--- src/rtl/pipe_flow_ctrl_if.sv ---
// Op encoding shared by decode, this controller and the bench, plus the grouped stage-0/stage-1 bus.
// Latency: n/a (declarations only).
// Backpressure: n/a; stall/squash on this bus are how the controller holds or cancels upstream work.
// Ports (slave side = controller): in op0,d0,s0,t0,imm0,s1_wr,s1_dst,s2_wr,s2_dst,br_taken,br_target;
//   out pc,s1_op,s1_d,stall,squash,cs_depth,cs_err,halt.
package pipe_flow_ctrl_pkg;
    typedef enum logic [4:0] {
        OP_ADD    = 5'd0,
        OP_AND    = 5'd1,
        OP_MUL    = 5'd2,
        OP_OR     = 5'd3,
        OP_SLL    = 5'd4,
        OP_SLT    = 5'd5,
        OP_SRA    = 5'd6,
        OP_XOR    = 5'd7,
        OP_LU8    = 5'd8,
        OP_JUMPF  = 5'd9,
        OP_STORE  = 5'd10,
        OP_LOAD   = 5'd11,
        OP_NEG    = 5'd12,
        OP_LNOT   = 5'd13,
        OP_LEFT   = 5'd14,
        OP_RIGHT  = 5'd15,
        OP_GOR    = 5'd16,
        OP_LI8    = 5'd17,
        OP_CALL   = 5'd18,
        OP_JUMP   = 5'd19,
        OP_RET    = 5'd20,
        OP_TRAP   = 5'd21,
        OP_ALLEN  = 5'd22,
        OP_POPEN  = 5'd23,
        OP_PUSHEN = 5'd24,
        OP_NOP    = 5'b11111
    } op_t;
endpackage

interface pipe_flow_ctrl_if;
    import pipe_flow_ctrl_pkg::*;

    op_t         op0;
    logic [3:0]  d0;
    logic [3:0]  s0;
    logic [3:0]  t0;
    logic [7:0]  imm0;
    logic        s1_wr;
    logic [3:0]  s1_dst;
    logic        s2_wr;
    logic [3:0]  s2_dst;
    logic        br_taken;
    logic [15:0] br_target;

    logic [15:0] pc;
    op_t         s1_op;
    logic [3:0]  s1_d;
    logic        stall;
    logic        squash;
    logic [2:0]  cs_depth;
    logic        cs_err;
    logic        halt;

    modport master (
        output op0, d0, s0, t0, imm0, s1_wr, s1_dst, s2_wr, s2_dst, br_taken, br_target,
        input  pc, s1_op, s1_d, stall, squash, cs_depth, cs_err, halt
    );

    modport slave (
        input  op0, d0, s0, t0, imm0, s1_wr, s1_dst, s2_wr, s2_dst, br_taken, br_target,
        output pc, s1_op, s1_d, stall, squash, cs_depth, cs_err, halt
    );
endinterface

--- src/rtl/pipe_flow_ctrl.sv ---
// Pipeline flow controller: PC, call stack, stage-0 -> stage-1 op register, hazard stall, redirect, halt.
// Latency: pc/s1_op/squash/cs_* update one cycle after the deciding inputs; stall is combinational.
// Backpressure: a register hazard holds pc and issues a bubble; halt freezes pc and the stack for good.
// Ports: clk, reset (async active-low), bus (pipe_flow_ctrl_if.slave) carrying decode inputs,
//   writeback hazard info, late branch redirect and all controller outputs.
module pipe_flow_ctrl
    import pipe_flow_ctrl_pkg::*;
#(
    parameter int          CS_DEPTH = 4,
    parameter logic [15:0] PC_RESET = 16'h0000
) (
    input  logic            clk,
    input  logic            reset,
    pipe_flow_ctrl_if.slave bus
);
    localparam int         AW      = (CS_DEPTH > 1) ? $clog2(CS_DEPTH) : 1;
    localparam logic [2:0] CS_FULL = 3'(CS_DEPTH);

    logic [15:0] pc_q;
    op_t         s1_op_q;
    logic [3:0]  s1_d_q;
    logic        squash_q;
    logic [2:0]  depth_q;
    logic        cs_err_q;
    logic        halt_q;
    logic [15:0] cs_mem [CS_DEPTH];

    logic        rd_s, rd_t, rd_d;
    logic        hazard, stall_c;
    logic [15:0] pc_inc, pc_nxt;
    op_t         op_nxt;
    logic [3:0]  d_nxt;
    logic        push, pop, fault, trap_hit;
    logic [AW-1:0] push_idx, top_idx;

    function automatic logic reg_busy(input logic [3:0] r,
                                      input logic w1, input logic [3:0] d1,
                                      input logic w2, input logic [3:0] d2);
        return (w1 && (d1 == r)) || (w2 && (d2 == r));
    endfunction

    // Which register fields the stage-0 op actually reads.
    always_comb begin
        rd_s = 1'b0;
        rd_t = 1'b0;
        rd_d = 1'b0;
        case (bus.op0)
            OP_ADD, OP_AND, OP_MUL, OP_OR, OP_SLL, OP_SLT, OP_SRA, OP_XOR: begin
                rd_s = 1'b1;
                rd_t = 1'b1;
            end
            OP_LU8, OP_JUMPF: rd_d = 1'b1;
            OP_STORE: begin
                rd_d = 1'b1;
                rd_s = 1'b1;
            end
            OP_LOAD, OP_NEG, OP_LNOT, OP_LEFT, OP_RIGHT, OP_GOR: rd_s = 1'b1;
            default: ;
        endcase
    end

    assign hazard = (rd_s && reg_busy(bus.s0, bus.s1_wr, bus.s1_dst, bus.s2_wr, bus.s2_dst))
                 || (rd_t && reg_busy(bus.t0, bus.s1_wr, bus.s1_dst, bus.s2_wr, bus.s2_dst))
                 || (rd_d && reg_busy(bus.d0, bus.s1_wr, bus.s1_dst, bus.s2_wr, bus.s2_dst));

    // A redirect or halt makes the stage-0 instruction irrelevant, so it cannot stall.
    assign stall_c  = !halt_q && !bus.br_taken && hazard;
    assign pc_inc   = pc_q + 16'd1;
    assign push_idx = depth_q[AW-1:0];
    assign top_idx  = push_idx - AW'(1);

    always_comb begin
        pc_nxt   = pc_q;
        op_nxt   = s1_op_q;
        d_nxt    = s1_d_q;
        push     = 1'b0;
        pop      = 1'b0;
        fault    = 1'b0;
        trap_hit = 1'b0;
        if (halt_q) begin
            op_nxt = OP_NOP;
        end else if (bus.br_taken) begin
            pc_nxt = bus.br_target;
            op_nxt = OP_NOP;
        end else if (stall_c) begin
            op_nxt = OP_NOP;
        end else begin
            case (bus.op0)
                OP_JUMP: begin
                    pc_nxt = {pc_q[15:8], bus.imm0};
                    op_nxt = bus.op0;
                    d_nxt  = bus.d0;
                end
                OP_CALL: begin
                    if (depth_q == CS_FULL) begin
                        fault  = 1'b1;
                        op_nxt = OP_NOP;
                    end else begin
                        push   = 1'b1;
                        pc_nxt = {pc_q[15:8], bus.imm0};
                        op_nxt = bus.op0;
                        d_nxt  = bus.d0;
                    end
                end
                OP_RET: begin
                    if (depth_q == 3'd0) begin
                        fault  = 1'b1;
                        op_nxt = OP_NOP;
                    end else begin
                        pop    = 1'b1;
                        pc_nxt = cs_mem[top_idx];
                        op_nxt = bus.op0;
                        d_nxt  = bus.d0;
                    end
                end
                OP_TRAP: begin
                    trap_hit = 1'b1;
                    op_nxt   = bus.op0;
                    d_nxt    = bus.d0;
                end
                default: begin
                    pc_nxt = pc_inc;
                    op_nxt = bus.op0;
                    d_nxt  = bus.d0;
                end
            endcase
        end
    end

    always_ff @(posedge clk or negedge reset) begin
        if (!reset) begin
            pc_q     <= PC_RESET;
            s1_op_q  <= OP_NOP;
            s1_d_q   <= 4'd0;
            squash_q <= 1'b0;
            depth_q  <= 3'd0;
            cs_err_q <= 1'b0;
            halt_q   <= 1'b0;
            for (int i = 0; i < CS_DEPTH; i++) begin
                cs_mem[i] <= 16'd0;
            end
        end else begin
            pc_q     <= pc_nxt;
            s1_op_q  <= op_nxt;
            s1_d_q   <= d_nxt;
            squash_q <= bus.br_taken && !halt_q;
            cs_err_q <= cs_err_q || fault;
            halt_q   <= halt_q || fault || trap_hit;
            if (push) begin
                cs_mem[push_idx] <= pc_inc;
                depth_q          <= depth_q + 3'd1;
            end else if (pop) begin
                depth_q <= depth_q - 3'd1;
            end
        end
    end

    assign bus.pc       = pc_q;
    assign bus.s1_op    = s1_op_q;
    assign bus.s1_d     = s1_d_q;
    assign bus.stall    = stall_c;
    assign bus.squash   = squash_q;
    assign bus.cs_depth = depth_q;
    assign bus.cs_err   = cs_err_q;
    assign bus.halt     = halt_q;
endmodule

--- src/flat_wrapper.sv ---
// flat-port wrapper written by rule: the top's interface ports become plain ports
module pipe_flow_ctrl_flat import pipe_flow_ctrl_pkg::*;
#(
    parameter int          CS_DEPTH = 4,
    parameter logic [15:0] PC_RESET = 16'h0000
)
  (clk, reset, bus_op0, bus_d0, bus_s0, bus_t0, bus_imm0, bus_s1_wr, bus_s1_dst, bus_s2_wr, bus_s2_dst, bus_br_taken, bus_br_target, bus_pc, bus_s1_op, bus_s1_d, bus_stall, bus_squash, bus_cs_depth, bus_cs_err, bus_halt);
  pipe_flow_ctrl_if bus_i ();
  input  logic clk;
  input  logic reset;
  input wire logic [$bits(bus_i.op0)-1:0] bus_op0;
  input wire logic [$bits(bus_i.d0)-1:0] bus_d0;
  input wire logic [$bits(bus_i.s0)-1:0] bus_s0;
  input wire logic [$bits(bus_i.t0)-1:0] bus_t0;
  input wire logic [$bits(bus_i.imm0)-1:0] bus_imm0;
  input wire logic [$bits(bus_i.s1_wr)-1:0] bus_s1_wr;
  input wire logic [$bits(bus_i.s1_dst)-1:0] bus_s1_dst;
  input wire logic [$bits(bus_i.s2_wr)-1:0] bus_s2_wr;
  input wire logic [$bits(bus_i.s2_dst)-1:0] bus_s2_dst;
  input wire logic [$bits(bus_i.br_taken)-1:0] bus_br_taken;
  input wire logic [$bits(bus_i.br_target)-1:0] bus_br_target;
  output wire logic [$bits(bus_i.pc)-1:0] bus_pc;
  output wire logic [$bits(bus_i.s1_op)-1:0] bus_s1_op;
  output wire logic [$bits(bus_i.s1_d)-1:0] bus_s1_d;
  output wire logic [$bits(bus_i.stall)-1:0] bus_stall;
  output wire logic [$bits(bus_i.squash)-1:0] bus_squash;
  output wire logic [$bits(bus_i.cs_depth)-1:0] bus_cs_depth;
  output wire logic [$bits(bus_i.cs_err)-1:0] bus_cs_err;
  output wire logic [$bits(bus_i.halt)-1:0] bus_halt;
  assign bus_i.op0 = bus_op0;
  assign bus_i.d0 = bus_d0;
  assign bus_i.s0 = bus_s0;
  assign bus_i.t0 = bus_t0;
  assign bus_i.imm0 = bus_imm0;
  assign bus_i.s1_wr = bus_s1_wr;
  assign bus_i.s1_dst = bus_s1_dst;
  assign bus_i.s2_wr = bus_s2_wr;
  assign bus_i.s2_dst = bus_s2_dst;
  assign bus_i.br_taken = bus_br_taken;
  assign bus_i.br_target = bus_br_target;
  assign bus_pc = bus_i.pc;
  assign bus_s1_op = bus_i.s1_op;
  assign bus_s1_d = bus_i.s1_d;
  assign bus_stall = bus_i.stall;
  assign bus_squash = bus_i.squash;
  assign bus_cs_depth = bus_i.cs_depth;
  assign bus_cs_err = bus_i.cs_err;
  assign bus_halt = bus_i.halt;
  pipe_flow_ctrl #(.CS_DEPTH(CS_DEPTH), .PC_RESET(PC_RESET)) u_core (.clk(clk), .reset(reset), .bus(bus_i));
endmodule
--- config.mk ---
export PLATFORM = sky130hd
export DESIGN_NAME = pipe_flow_ctrl_flat
export DESIGN_NICKNAME = d
export VERILOG_FILES = /design/src/rtl/pipe_flow_ctrl_if.sv /design/src/rtl/pipe_flow_ctrl.sv /design/src/flat_wrapper.sv
export SDC_FILE = /design/constraint.sdc
export NUM_CORES = 1
export LEC_CHECK = 0
export CORE_UTILIZATION = 50
export CTS_CLUSTER_DIAMETER = 60
export DETAILED_ROUTE_END_ITERATION = 12
export PLACE_DENSITY = 0.84
export SLEW_MARGIN = 25
export SYNTH_ARGS = -nofsm -noshare
export SYNTH_HDL_FRONTEND = slang
export SYNTH_SLANG_ARGS = --single-unit
--- constraint.sdc ---
create_clock -name clk -period 4.5 [get_ports clk]
set_input_delay 0.9 -clock clk [delete_from_list [all_inputs] [get_ports clk]]
set_output_delay 0.9 -clock clk [all_outputs]
set_load 0.02 [all_outputs]
==> results.txt, run 1 <==
status -> completed
CP Capture Type -> output port
Initial Util -> 52.2%
R2R setup slack -> 1.64 ns
Final Max Slew Viols -> 0
commonest cells after routing, fill and taps aside -> 96 x nand2_1, 90 x dfrtp_1, 84 x clkdlybuf4s50_1
Max-Slew Margin vs Limit -> 32.5%
syn_area_per_cell -> 9.91 um2
Slew @ Worst Pin -> 1.01 ns
RSZ-0062 raised after global routing -> no
Critical Path Start Type -> input pin
CTS H-tree depth -> 3
via total after detailed routing -> 4462
Hold-fix buffers, CTS -> 0
crit path time final -> 3.89 ns
Cell Rows -> 36
Post-DRT Antenna Nets -> 0
Pre-antenna DRT Iters -> 6
Critical Path AT -> 2.99 ns
ys async rst share -> 100%
HP Class -> register to register
number of port buffers -> 85
Worst-path clk slew -> 0.10 ns
Final Net Count -> 650
Net Count, Synth -> 582
Leakage Power -> 2.47 nW
worst skew pair latency -> 0.39 ns
Synth area leaders -> dfrtp_1 44%, o21ai_0 7.4%, nand2_1 7.2%, mux4_2 7.0%, o211ai_1 4.9%
PD cells -> 501 mW/mm2
max-cap violation count -> 0
final hold vios -> 0
HPWL Detailed -> 10100 um
CTS tree -> done
Total Die Area -> 0.0108 mm2
Sequential Power Share -> 40.4%
FILL cells -> 835
R2R cell count -> 8
CTS Sinks -> 95
Peak VDD IR -> 0.336 mV
worst reg2reg path endpoint -> u_core.bus.pc[5]$_DFFE_PN0P_
commonest non-fill, non-tap cell in the layout -> nand2_1
GRT overflow -> 0
DRT iter0 DRCs -> 339
Synth area leader -> dfrtp_1
switch share -> 41.7%
Sw Pwr -> 1.32 mW
post-cts sizing count -> 0
crit-path max FO -> 3
layout cells sized above 1 -> 10.9%
Setup TNS -> 0 ns
cell-internal power -> 1.84 mW
Reg-to-Reg Start -> u_core.bus.cs_depth[0]$_DFFE_PN0P_
final worst path period share -> 86.6%
Total GRT Usage -> 27.1%
crit path kind -> input pin to output port
hold depth -> 2
Hold EP -> u_core.bus.cs_err$_DFF_PN0_
GPL Wtd Cong -> 0.911
Synth Instances -> 522
Comb power frac -> 41.3%
Remaining DRCs -> 0
Die X -> 104 um
routed len/inst -> 19.0 um
#FFs+latches synth -> 95
Syn-to-layout area delta -> 21.9%
n_diodes -> 0
number of global-route vias before repair -> 4309
core area -> 0.00991 mm2
fmax -> 257 MHz
clock buffer count from CTS -> 9
hold_sp -> u_core.bus.cs_err$_DFF_PN0_
post-synth top area share -> 43.5%
Post-CTS Setup Bufs -> 0
post-synth cell types -> 50
CTS Buffer Depth -> 2
initial antenna violation count -> 0
Clk pwr share -> 18.3%
Post-synth EDFFs -> 0
Final Setup Violations -> 0
commonest register cell after synthesis -> dfrtp_1
Ys Warns -> 0
synthesized cell area -> 0.00517 mm2
largest net degree at the start of global routing -> 55
skew final -> 0.0132 ns
WL final -> 13900 um
Setup WS post-layout -> 0.605 ns
first-pass GRT wire length -> 22800 um
Die Span Y -> 104 um
Ports -> 86
Required @ worst endpoint -> 3.60 ns
Root Buffer -> clkbuf_8
sequential area share after synthesis -> 46.1%
vias per std cell -> 6.13
dpl ws -> 0.629 ns
-- sequential cells by signal (all words and copies together) (netlist names) --
register,cells
u_core.cs_mem,64
u_core.bus.pc,16
u_core.bus.s1_op,5
u_core.bus.s1_d,4
u_core.bus.cs_depth,3
u_core.bus.cs_err,1
u_core.bus.halt,1
u_core.bus.squash,1
-- cell type report --
| class | instances | area (um2) | share of cell area (%) |
|---|---|---|---|
| multi-input combinational | 378 | 2580 | 41.0 |
| sequential | 95 | 2380 | 37.8 |
| timing repair buffer | 94 | 916 | 14.5 |
| tap | 133 | 166 | 2.64 |
| clock buffer | 9 | 124 | 1.97 |
| clock inverter | 7 | 86.3 | 1.37 |
| inverter | 12 | 45.0 | 0.715 |
-- how the worst max path moves through the flow --
stage           endpoint  cells after the start           from
3_5_place_dp   bus_stall                      6  bus_s2_dst[1]
5_1_grt        bus_stall                      7  bus_s2_dst[1]
4_1_cts        bus_stall                      6  bus_s2_dst[1]
3_3_place_gp   bus_stall                      6  bus_s2_dst[0]
6_report       bus_stall                      6  bus_s2_dst[1]
2_1_floorplan  bus_stall                      7  bus_s1_dst[1]
-- power groups by stage --
| stage | combinational (mW) | sequential (mW) | clock, mW |
|---|---|---|---|
| finish | 1.30 | 1.28 | 0.578 |
| global route | 1.41 | 1.30 | 0.615 |
| CTS | 1.30 | 1.27 | 0.585 |
| detailed placement | 1.30 | 1.29 | 0 |
| global placement | 1.27 | 1.27 | 0 |
| floorplan | 0.688 | 1.34 | 0 |
-- per-stage QoR --
stage	hold slack [ns]	util, %	instance area, um2	std cells	power [mW]
after floorplan	0.445	-	5170	522	2.03
after global placement	0.456	61.4	6090	712	2.54
after detailed placement	0.460	61.4	6090	712	2.59
after CTS	0.483	63.5	6300	728	3.16
after global routing	0.515	63.6	6300	728	3.33
final	0.476	63.6	6300	728	3.16
-- per-layer routing --
metal	routed length, um	part of all wire, %	vias up	global-route usage, %
met5	0	0	-	0
met4	460	3.3	0	13.2
met3	1010	7.3	44	5.41
met2	6540	47	225	41.7
met1	5850	42	2162	36.9
li1	-	-	2031	-
-- synth_stat cells, types with 3 or more instances --
cell      number
a22oi_1        4
nor4_1         6
nand2_1       99
a21oi_1        9
nand4_1        4
mux4_2        16
dfstp_2        5
mux2_2         5
o311ai_0      17
buf_2          4
nand2b_1       4
xor2_1        17
o211ai_1      34
o21ai_0       76
a221oi_1       4
nand3_1       10
inv_1         11
dfrtp_1       90
nor2_1        10
or2b_1         3
ha_1           5
nor3_1         7
clkbuf_1      27
xnor2_1       22
-- cells by family after synthesis --
logic type      Yosys count  share of synthesized area, %
fa+ha+maj                 6                          1.60
simple gates            154                          14.0
xor+xnor                 39                          6.60
mux                      21                          8.06
buf+inv                  49                          4.14
compound gates          158                          19.5
flops                    95                          46.1
-- critical path: stages --
cell             delay (ns)
clkdlybuf4s50_1        0.51
xor2_1                 0.19
nor4_1                 0.29
o221a_2                0.27
o31a_1                 0.21
clkdlybuf4s50_1        0.63
Note: power is estimated with default switching activity, not from simulation.
==> run 2, diff against run 1 <==
Settings changed: SLEW_MARGIN 25 to 0.
==> results.txt, run 2 (synthesized netlist as in run 1, its figures left out) <==
Critical Path AT -> 3.00 ns (about the same)
crit-path cells -> clkdlybuf4s50_1, xor2_1, nor4_1, o221a_2, o31a_1, clkdlybuf4s50_1
Power Total -> 3.16 mW (about the same)
CTS Sinks -> 95 (unchanged)
crit path kind -> input pin to output port
final hold vios -> 0 (unchanged)
final worst path period share -> 86.7% (+0.13 points)
Biggest register -> u_core.cs_mem
HP Class -> register to register
Critical Path Start Type -> input pin
fin cells -> 728 (unchanged)
crit-path max FO -> 3 (unchanged)
Slew @ Worst Pin -> 1.02 ns (+0.0142 ns)
HPWL Detailed -> 10100 um (unchanged)
Cell Rows -> 36 (unchanged)
Hold-fix buffers, CTS -> 0 (unchanged)
number of global-route vias before repair -> 4309 (unchanged)
GRT overflow -> 0 (unchanged)
n_diodes -> 0 (unchanged)
clock buffer count from CTS -> 9 (unchanged)
Post-DRT Antenna Nets -> 0 (unchanged)
CP peak stage delay -> 0.63 ns (about the same)
DRT iter0 DRCs -> 420 (+24%)
CP Capture Type -> output port
WL final -> 13900 um (+0.13%)
Max-Slew Margin vs Limit -> 31.6% (-0.95 points)
commonest cells after routing, fill and taps aside -> 99 x nand2_1, 90 x dfrtp_1, 84 x clkdlybuf4s50_1
Total GRT Usage -> 27.1% (unchanged)
Final Net Count -> 650 (unchanged)
core area -> 0.00991 mm2 (unchanged)
Die Span Y -> 104 um (unchanged)
first-pass GRT wire length -> 22800 um (unchanged)
Peak VDD IR -> 0.336 mV (+0.18%)
Syn-to-layout area delta -> 21.7%
Setup TNS -> 0 ns (unchanged)
Die X -> 104 um (unchanged)
Total Die Area -> 0.0108 mm2 (unchanged)
initial antenna violation count -> 0 (unchanged)
Final Max Slew Viols -> 0 (unchanged)
vias per std cell -> 6.05 (-1.2%)
number of port buffers -> 85 (unchanged)
most used cell, CP -> clkdlybuf4s50_1
final instance area -> 0.00630 mm2 (-0.12%)
Worst-path clk slew -> 0.10 ns (about the same)
dpl cells -> 712 (unchanged)
RSZ-0062 raised after global routing -> no
CTS tree -> done
Initial Util -> 52.2% (unchanged)
layout cells sized above 1 -> 10.4% (-0.50 points)
Ports -> 86 (unchanged)
CTS Buffer Depth -> 2 (unchanged)
Remaining DRCs -> 0 (unchanged)
Required @ worst endpoint -> 3.60 ns (about the same)
status -> completed
max FFs per register -> 64 (unchanged)
commonest non-fill, non-tap cell in the layout -> nand2_1
GPL Wtd Cong -> 0.911 (unchanged)
fmax -> 256 MHz (-0.15%)
critical path's slowest cell -> clkdlybuf4s50_1
skew final -> 0.00932 ns (-0.00384 ns)
routed len/inst -> 19.1 um (+0.13%)
Final Setup Violations -> 0 (unchanged)
PD cells -> 502 mW/mm2 (about the same)
CTS H-tree depth -> 3 (unchanged)
via total after detailed routing -> 4408 (-1.2%)
dpl cell area -> 0.00609 mm2 (unchanged)
Post-CTS Setup Bufs -> 0 (unchanged)
largest net degree at the start of global routing -> 55 (unchanged)
max-cap violation count -> 0 (unchanged)
Pre-antenna DRT Iters -> 5 (-1)
Final Util -> 63.5% (-0.076 points)
crit path time final -> 3.90 ns (+0.00593 ns)
post-cts sizing count -> 0 (unchanged)
Root Buffer -> clkbuf_8
Leakage Power -> 2.47 nW (-0.10%)
worst skew pair latency -> 0.39 ns (about the same)
-- run 2: changes by cell type in the layout (fill, tap and decap cells not counted) --
cell     before  now
nand2_2       3    0
nand2_1      96   99
-- run 2: worst max-delay path, delay by kind of cell --
family / cells / cell delay [ns]
buffers and inverters: 2 / 1.14
AO/OA/AOI/OAI: 2 / 0.48
AND/OR/NAND/NOR: 1 / 0.29
XOR/XNOR: 1 / 0.19
-- run 2: where the power goes --
group / switching [mW] / internal, mW / total [mW]
logic: 0.730 / 0.572 / 1.30
registers: 0.233 / 1.04 / 1.28
clock network: 0.355 / 0.223 / 0.579
-- run 2: metal layers --
layer / global-route usage (%) / vias up / part of all wire, %
li1: - / 2026 / -
met3: 5.41 / 38 / 7.6
met1: 36.9 / 2131 / 42
met5: 0 / - / 0
met2: 41.7 / 213 / 47
met4: 13.2 / 0 / 3.3
-- run 2: path summary, 6_finish.rpt --
kind,from,end,slack [ns],cells after the start
max,bus_s2_dst[1],bus_stall,0.60,6
min,u_core.bus.cs_err$_DFF_PN0_,u_core.bus.cs_err$_DFF_PN0_,0.48,2
max reg2reg,u_core.bus.cs_depth[0]$_DFFE_PN0P_,u_core.bus.pc[2]$_DFFE_PN0P_,1.61,8
min reg2reg,u_core.bus.cs_err$_DFF_PN0_,u_core.bus.cs_err$_DFF_PN0_,0.48,2
max in group asynchronous,reset,u_core.bus.s1_op[0]$_DFF_PN1_,2.97,2
min in group asynchronous,reset,u_core.cs_mem[40]$_DFFE_PN0P_,0.53,1
-- run 2: layout make-up --
type / count / area [um2]
Timing Repair Buffer: 94 / 916
Clock inverter: 7 / 86.3
Inverter: 12 / 45.0
Multi-Input combinational cell: 378 / 2570
Fill cell: 837 / 3610
Sequential cell: 95 / 2380
Clock buffer: 9 / 124
Tap cell: 133 / 166
-- run 2: metrics by stage --
step,hold WS (ns),worst slack [ns]
global placement,0.456,0.593
CTS,0.483,0.607
finish,0.477,0.599
floorplan,0.445,1.51
global route,0.515,0.449
detailed placement,0.460,0.629
